File: config.mk
export PLATFORM = sky130hd
export DESIGN_NAME = exu_agu
export DESIGN_NICKNAME = d
export VERILOG_FILES = /design/src/rtl/exu_agu.sv
export SDC_FILE = /design/constraint.sdc
export NUM_CORES = 1
export LEC_CHECK = 0
export CORE_MARGIN = 1
export CORE_UTILIZATION = 45
export CTS_BUF_LIST = sky130_fd_sc_hd__clkbuf_4 sky130_fd_sc_hd__clkbuf_8
export DETAILED_ROUTE_END_ITERATION = 8
export HOLD_SLACK_MARGIN = 0.1
export PLACE_DENSITY_LB_ADDON = 0.25
export SLEW_MARGIN = 20
export SYNTH_ARGS = -nofsm -noshare
export SYNTH_HDL_FRONTEND = slang
export SYNTH_SLANG_ARGS = --single-unit
File: constraint.sdc
create_clock -name clk -period 9.6 [get_ports clk]
set_clock_uncertainty 0.15 [all_clocks]
set_input_delay 0.96 -clock clk [delete_from_list [all_inputs] [get_ports clk]]
set_output_delay 0.96 -clock clk [all_outputs]
set_load 0.02 [all_outputs]
File: src/rtl/exu_agu.sv
// rtl/exu_agu.sv - load/store address generation and memory request sequencing
module exu_agu #(
  parameter int XLEN    = 32,
  parameter int PC_SIZE = 32
) (
  input  logic                clk,
  input  logic                rst,
  input  logic                agu_i_valid,
  output logic                agu_o_ready,
  input  logic                agu_i_load,
  input  logic                agu_i_store,
  input  logic                agu_i_usign,
  input  logic [1:0]          agu_i_size,
  input  logic [XLEN-1:0]     agu_i_rs1,
  input  logic [XLEN-1:0]     agu_i_rs2,
  input  logic [XLEN-1:0]     agu_i_imm,
  input  logic [4:0]          agu_i_rd_idx,
  input  logic                agu_i_flush,
  output logic                agu_o_cmd_enable,
  output logic                agu_o_cmd_read,
  output logic                agu_o_cmd_write,
  output logic                agu_o_cmd_usign,
  output logic [1:0]          agu_o_cmd_size,
  output logic [PC_SIZE-1:0]  agu_o_cmd_addr,
  output logic [XLEN-1:0]     agu_o_cmd_wdata,
  output logic [XLEN/8-1:0]   agu_o_cmd_wmask,
  output logic                agu_o_cmd_misalgn,
  output logic                agu_o_mem_valid,
  input  logic                agu_i_mem_ready,
  input  logic [XLEN-1:0]     agu_i_lsu_wdata,
  input  logic                agu_i_lsu_err,
  output logic                agu_o_wbck_valid,
  input  logic                agu_i_wbck_ready,
  output logic [XLEN-1:0]     agu_o_wbck_wdata,
  output logic [4:0]          agu_o_wbck_rd_idx,
  output logic                agu_o_wbck_rdwen,
  output logic                agu_o_wbck_err
);

  typedef enum logic [1:0] {IDLE = 2'd0, REQ = 2'd1, WBCK = 2'd2} state_e;

  state_e state_q, state_d;
  logic   kill_q, kill_d;

  logic [PC_SIZE-1:0] addr;
  logic               misalgn;
  logic [3:0]         mask;
  logic [31:0]        sdata;
  logic               accept;
  logic               mem_hs;

  // Effective address wraps modulo 2^PC_SIZE; the carry is simply dropped.
  assign addr = agu_i_rs1[PC_SIZE-1:0] + agu_i_imm[PC_SIZE-1:0];

  assign agu_o_ready      = (state_q == IDLE);
  assign agu_o_mem_valid  = (state_q == REQ);
  // A flush in WBCK kills the result in the same cycle, not only from the next one.
  assign agu_o_wbck_valid = (state_q == WBCK) & ~kill_q & ~agu_i_flush;

  assign accept = agu_i_valid & agu_o_ready;
  assign mem_hs = agu_o_mem_valid & agu_i_mem_ready;

  // Alignment check, byte mask and lane-replicated store data for the offered op.
  always_comb begin
    misalgn = 1'b0;
    mask    = 4'b0000;
    sdata   = agu_i_rs2[31:0];
    case (agu_i_size)
      2'b00: begin
        mask  = 4'b0001 << addr[1:0];
        sdata = {4{agu_i_rs2[7:0]}};
      end
      2'b01: begin
        misalgn = addr[0];
        mask    = 4'b0011 << {addr[1], 1'b0};
        sdata   = {2{agu_i_rs2[15:0]}};
      end
      2'b10: begin
        misalgn = (addr[1:0] != 2'b00);
        mask    = 4'b1111;
      end
      default: misalgn = 1'b1;
    endcase
    if (!agu_i_store) begin
      mask  = 4'b0000;
      sdata = 32'h0;
    end
  end

  // Next-state and kill-flag logic.
  always_comb begin
    state_d = state_q;
    kill_d  = kill_q;
    case (state_q)
      IDLE: begin
        kill_d = 1'b0;
        if (agu_i_valid) state_d = misalgn ? WBCK : REQ;
      end
      REQ: begin
        if (agu_i_flush) kill_d = 1'b1;
        if (agu_i_mem_ready) state_d = WBCK;
      end
      WBCK: begin
        if ((agu_o_wbck_valid & agu_i_wbck_ready) | kill_q | agu_i_flush) begin
          state_d = IDLE;
          kill_d  = 1'b0;
        end
      end
      default: begin
        state_d = IDLE;
        kill_d  = 1'b0;
      end
    endcase
  end

  // State and kill flag registers.
  always_ff @(posedge clk or posedge rst) begin
    if (rst) begin
      state_q <= IDLE;
      kill_q  <= 1'b0;
    end else begin
      state_q <= state_d;
      kill_q  <= kill_d;
    end
  end

  // Command bundle is captured at accept and held until the memory handshake.
  always_ff @(posedge clk or posedge rst) begin
    if (rst) begin
      agu_o_cmd_enable  <= 1'b0;
      agu_o_cmd_read    <= 1'b0;
      agu_o_cmd_write   <= 1'b0;
      agu_o_cmd_usign   <= 1'b0;
      agu_o_cmd_size    <= 2'b00;
      agu_o_cmd_addr    <= '0;
      agu_o_cmd_wdata   <= '0;
      agu_o_cmd_wmask   <= '0;
      agu_o_cmd_misalgn <= 1'b0;
    end else if (accept) begin
      agu_o_cmd_enable  <= ~misalgn;
      agu_o_cmd_read    <= agu_i_load;
      agu_o_cmd_write   <= agu_i_store;
      agu_o_cmd_usign   <= agu_i_usign;
      agu_o_cmd_size    <= agu_i_size;
      agu_o_cmd_addr    <= addr;
      agu_o_cmd_wdata   <= XLEN'(sdata);
      agu_o_cmd_wmask   <= (XLEN/8)'(mask);
      agu_o_cmd_misalgn <= misalgn;
    end
  end

  // Write-back register: fault address on a misaligned accept, LSU result on the memory handshake.
  always_ff @(posedge clk or posedge rst) begin
    if (rst) begin
      agu_o_wbck_wdata  <= '0;
      agu_o_wbck_rd_idx <= 5'd0;
      agu_o_wbck_rdwen  <= 1'b0;
      agu_o_wbck_err    <= 1'b0;
    end else if (accept) begin
      agu_o_wbck_rd_idx <= agu_i_rd_idx;
      if (misalgn) begin
        agu_o_wbck_wdata <= XLEN'(addr);
        agu_o_wbck_rdwen <= 1'b0;
        agu_o_wbck_err   <= 1'b1;
      end
    end else if (mem_hs) begin
      agu_o_wbck_wdata <= agu_i_lsu_wdata;
      agu_o_wbck_rdwen <= agu_o_cmd_read & ~agu_i_lsu_err;
      agu_o_wbck_err   <= agu_i_lsu_err;
    end
  end

endmodule

==> flow_summary.ini, run 1 <==
[layout]
fillers = 1202
syn2layout_area_growth_pct = 46.6
antenna_cells = 0
num-nets-final = 1208
layout-drive-gt1-share_pct = 5.65

[detailed_routing]
drt-met1-wl_microns = 8910
via_count = 6798
drt-total-wl_microns = 21400
wl_met2_microns = 10400
first_iter_violations = 368
drt_pass1_iterations = 5
wl_per_cell_microns = 17.5
top_layer = met4
route.met3.wl_microns = 1490
route.detailed.drc = 0
final_antenna_net_count = 0
viasPerCell = 5.54

[setup_path]
critPathMaxFanout = 51
critical-path-top-delay-family = simple AND/OR/NAND/NOR gates
ff2ff_path_depth = 7
worstSetupPathType = in -> reg
worstPathArrival_ns = 4.01
cp_slowest_cell = and2_2
worstSetupStartpointType = input port
cp.depth = 7
required_ns = 9.81
critical_path.max_stage_delay_ns = 0.85
critPathBufInv = 2
reg2reg_setup_slack_ns = 6.11
crit_chain = clkdlybuf4s50_1, and2_2, nand2_1, nand2_1, buf_4, o21ai_0, o21ai_0
cp-end-kind = register

[yosys]
syn_area_per_cell_sq_um = 8.60
yosys.area_share.simple_pct = 19.5
netlist_instances = 785
synth_top_cell_area_share_pct = 43.4
synth_most_common_cell = nand2_1
synth-main-ff-cell = dfrtp_1
synth_adder_area_share_pct = 6.04
synth_top_family_by_area = compound AO/OA/AOI/OAI gates
synth.distinct_cells = 62
yosys_warnings = 0
syn_nets = 962
synth-seq-area-share_pct = 43.4
synth_xor_area_share_pct = 3.50
yosysTopAreaCell = dfrtp_1
synth-seq-cells = 117
yosys-top-cells-count = nand2_1 (185), dfrtp_1 (117), nor2_1 (78)
syn_area_sq_um = 6750
synth_mux_area_share_pct = 4.86
synth_edf_count = 0
synth_area_leaders = dfrtp_1 (43%), nand2_1 (10%), ha_1 (5.7%), o21ai_0 (4.7%), nor2_1 (4.3%)
async_reset_ff_share_pct = 100
synth_compound_area_share_pct = 19.9

[die]
num_rows = 44
die_x_microns = 124
die_h_microns = 124
pin_count = 262
dieArea_sq_um = 15500
core-area_sq_um = 14600
start_util_pct = 46.3

[power]
powerDensity_nw_per_um2 = 265
intPower_w = 0.00156
p_sw_w = 0.00106
clkPwrFrac_pct = 18.3
switching_share_pct = 40.3
p_leak_nw = 4.37
power_frac_seq_pct = 31.7
combPwrFrac_pct = 49.9
peakVddDrop_mv = 0.131

[sta]
post-route-period-util_pct = 39.6
relSlewSlack_pct = 31.4
setup_slack_ns = 5.80
hold_viol = 0
layout_min_cycle_time_ns = 3.80
setup_viol = 0
fmax_mhz = 263
rsz0062_at_grt = false
worst_pin_slew_ns = 1.03
fin_setup_tns_ns = 0
slew_violations = 0

[clock_network]
clk_path_buf_depth = 2
cts.reportedPaths.clkPinSlew_ns = 0.07
cts_tree = done
cts_inserted_buffers = 17
htreeDepth = 4
cts_root_buf = clkbuf_8
cts_setup_buffers = 0
cts_hold_buf = 0
clk_latency_ns = 0.45
cts.sinks = 117
cts.repair.resized = 0

[place]
portBuffers = 261
dp_hpwl_microns = 16000
gp_congestion = 0.900
pre_cts_ws_ns = 5.06

[hold_path]
hp-class = reg -> reg
worstHoldPathCells = 2

[global_route]
grt_overflow = 0
grt_pass1_wl_microns = 34200
antenna_found_initial = 0
grt_usage_pct = 28.1
first_global_vias = 6532
grt_max_degree = 67

[flow_run]
max-cap-violations = 0

[outcome]
status = complete, no violations
==> kinds of logic after synthesis <==
logic type | count (synthesis)
XOR/XNOR | 27
adder cells (fa/ha/maj) | 32
buffers and inverters | 48
flip-flops | 117
multiplexers | 32
AO/OA/AOI/OAI | 211
AND/OR/NAND/NOR | 318
==> sequential cells by signal (all words and copies together) (netlist names), 2 cells and up <==
register           cells
agu_o_cmd_size         2
agu_o_cmd_addr        32
agu_o_cmd_wmask        4
agu_o_wbck_wdata      32
agu_o_cmd_wdata       32
state_q                2
agu_o_wbck_rd_idx      5
==> path summary, 6_finish.rpt <==
check,from,to
max in group asynchronous,rst,agu_o_cmd_addr[25]$_DFFE_PP0P_
worst max register to register,state_q[0]$_DFFE_PP0P_,agu_o_wbck_wdata[12]$_DFFE_PP0P_
worst max-delay path,agu_i_valid,agu_o_wbck_wdata[12]$_DFFE_PP0P_
min in group asynchronous,rst,agu_o_cmd_wdata[4]$_DFFE_PP0P_
worst min register to register,agu_o_cmd_wdata[3]$_DFFE_PP0P_,agu_o_cmd_wdata[3]$_DFFE_PP0P_
worst min-delay path,agu_o_cmd_wdata[3]$_DFFE_PP0P_,agu_o_cmd_wdata[3]$_DFFE_PP0P_
==> stage by stage <==
step	hold WS [ns]	cells	util (%)	power (W)	area, sq um
2_1_floorplan	0.300	785	-	0.00150	6750
3_3_place_gp	0.299	1196	65.0	0.00212	9480
3_5_place_dp	0.306	1196	65.0	0.00215	9480
4_1_cts	0.322	1228	67.8	0.00263	9890
5_1_grt	0.337	1228	67.8	0.00276	9890
6_report	0.320	1228	67.8	0.00262	9890
==> placed cells by master, fill, tap and decap left out, types with 10 or more instances in the layout <==
master,count
a21oi_1,55
a22o_1,10
a31oi_1,21
clkbuf_8,18
clkdlybuf4s50_1,261
dfrtp_1,117
ha_1,31
mux2i_1,26
nand2_1,184
nand3_1,20
nor2_1,77
o21ai_0,63
xnor2_1,13
xor2_1,14
==> power by group through the flow <==
stage | clock [W] | combinational, W | sequential, W
finish | 0.000480 | 0.00131 | 0.000831
global route | 0.000504 | 0.00140 | 0.000856
CTS | 0.000484 | 0.00131 | 0.000830
detailed placement | 0 | 0.00131 | 0.000837
global placement | 0 | 0.00129 | 0.000832
floorplan | 0 | 0.000412 | 0.00108
==> tightest hold or removal path: cells and delay by family, from the launching register on <==
family        cells  cell delay, ns
simple gates      2            0.10
flops             1            0.34
==> final cells by class <==
cell class / count / area [sq um] / area share, %
clock inverter: 13 / 158 / 1.59
tap: 184 / 230 / 2.33
clock buffer: 19 / 255 / 2.58
sequential: 117 / 2930 / 29.6
timing repair buffer: 265 / 2640 / 26.7
inverter: 10 / 40.0 / 0.405
multi-input combinational: 620 / 3640 / 36.8
==> layer usage <==
metal,up-vias,global-route usage [%]
li1,3246,-
met5,-,0
met1,3202,36.2
met4,0,11.2
met2,299,46.1
met3,51,5.63
(Power assumes the default switching activity.)
==> inputs of run 2 (changes only) <==
- clock period: 9.6 -> 3.5 ns (I/O delays scaled with it)
==> flow_summary.ini, run 2 (synthesized netlist as in run 1, its figures left out) <==
[outcome]
status = complete, no violations

[die]
die_h_microns = 124
pin_count = 262
num_rows = 44
start_util_pct = 46.3
core-area_sq_um = 14600
dieArea_sq_um = 15500
die_x_microns = 124

[setup_path]
cp_slowest_cell = fa_1
worstPathArrival_ns = 3.18
critical-path-top-delay-family = compound AO/OA/AOI/OAI gates
critPathBufInv = 1
ff2ff_path_depth = 5
cp.depth = 10
worstSetupPathType = in -> reg
cp-end-kind = register
required_ns = 3.66
cp_common_cell = nor3b_1
critPathMaxFanout = 3
critical_path.max_stage_delay_ns = 0.43
crit_chain = clkdlybuf4s50_1, ha_1, fa_1, a211oi_1, o211ai_1, nor3b_1, o311ai_0, nor3b_1, xor2_1, o21ai_0
worstSetupStartpointType = input port

[power]
powerDensity_nw_per_um2 = 729
peakVddDrop_mv = 0.337
p_leak_nw = 4.44
fin_total_pwr_w = 0.00731

[detailed_routing]
route.detailed.drc = 0
drt-total-wl_microns = 21600
viasPerCell = 5.52
wl_per_cell_microns = 17.4
final_antenna_net_count = 0
drt_pass1_iterations = 5
via_count = 6839
first_iter_violations = 502

[layout]
largestRegisters = agu_o_cmd_addr x32, agu_o_cmd_wdata x32, agu_o_wbck_wdata x32
fin_area_sq_um = 10000
num-nets-final = 1218
stdcell_count = 1238
layout_commonest_cell = clkdlybuf4s50_1
syn2layout_area_growth_pct = 48.5
layout-drive-gt1-share_pct = 6.45
antenna_cells = 0
layout_common_cells = clkdlybuf4s50_1 (261), nand2_1 (184), dfrtp_1 (117)

[place]
dp_hpwl_microns = 16100
placed_cells = 1206
gp_congestion = 0.940
dpl_cell_area_sq_um = 9580
portBuffers = 261

[sta]
post-route-period-util_pct = 86.2
fin_setup_tns_ns = 0
worst_pin_slew_ns = 0.930
rsz0062_at_grt = false
relSlewSlack_pct = 37.8
fmax_mhz = 331
layout_min_cycle_time_ns = 3.02
hold_viol = 0
slew_violations = 0
setup_viol = 0

[global_route]
grt_max_degree = 118
busiest_layer = met2
antenna_found_initial = 0
grt_usage_pct = 28.2
grt_overflow = 0
grt_use_met2_pct = 47.7
grt_pass1_wl_microns = 34500
use_met3_pct = 5.11
first_global_vias = 6686
grtUsageMet1_pct = 35.4

[clock_network]
cts_tree = done
cts_hold_buf = 0
cts.sinks = 117
clk_latency_ns = 0.44
cts_root_buf = clkbuf_8
cts.reportedPaths.clkPinSlew_ns = 0.07
htreeDepth = 4
clk_path_buf_depth = 2
cts_setup_buffers = 0
cts_inserted_buffers = 17
cts.repair.resized = 0

[flow_run]
max-cap-violations = 0

[hold_path]
hp-class = in -> async
## run 2: area by class of cell
type	count	area (sq um)
clock buffer	17	234
clock inverter	15	206
fill	1171	4570
inverter	10	41.3
multi-input combinational	620	3640
sequential	117	2930
tap	184	230
timing repair buffer	275	2740
## run 2: path summary, 6_finish.rpt
kind                            slack [ns]                                to                           start
worst max-delay path                  0.48    agu_o_cmd_addr[30]$_DFFE_PP0P_                    agu_i_rs1[0]
worst min-delay path                  0.24   agu_o_cmd_wdata[26]$_DFFE_PP0P_                             rst
worst max register to register        1.03   agu_o_cmd_wdata[13]$_DFFE_PP0P_          state_q[0]$_DFFE_PP0P_
worst min register to register        0.32    agu_o_cmd_wdata[4]$_DFFE_PP0P_  agu_o_cmd_wdata[4]$_DFFE_PP0P_
max in group asynchronous             2.39    agu_o_cmd_wdata[0]$_DFFE_PP0P_                             rst
min in group clk                      0.28  agu_o_wbck_rd_idx[1]$_DFFE_PP0P_                 agu_i_rd_idx[1]
## run 2: worst register-to-register path: cells and delay by family (launching register included)
kind | cells | cell delay (ns)
AO/OA/AOI/OAI | 1 | 0.31
buffers and inverters | 1 | 0.46
flip-flops | 1 | 0.41
AND/OR/NAND/NOR | 3 | 1.05
## run 2: stage by stage
step / hold WS [ns] / utilization (%) / setup slack, ns
2_1_floorplan: 0.300 / - / 0.816
3_3_place_gp: 0.300 / 65.7 / 0.154
3_5_place_dp: 0.306 / 65.7 / 0.142
4_1_cts: 0.260 / 68.7 / 0.585
5_1_grt: 0.270 / 68.7 / 0.308
6_report: 0.235 / 68.7 / 0.481
## run 2: layer usage
layer  vias up  share of wire [%]
met2       312                 49
met1      3219                 42
met3        43                6.1
li1       3265                  -
met4         0                3.1
met5         -                  0
## run 2: power by group
part,internal (W),switching [W]
Clock,0.000779,0.000605
Combinational,0.00166,0.00198
Sequential,0.00194,0.000344
Total,0.00437,0.00293
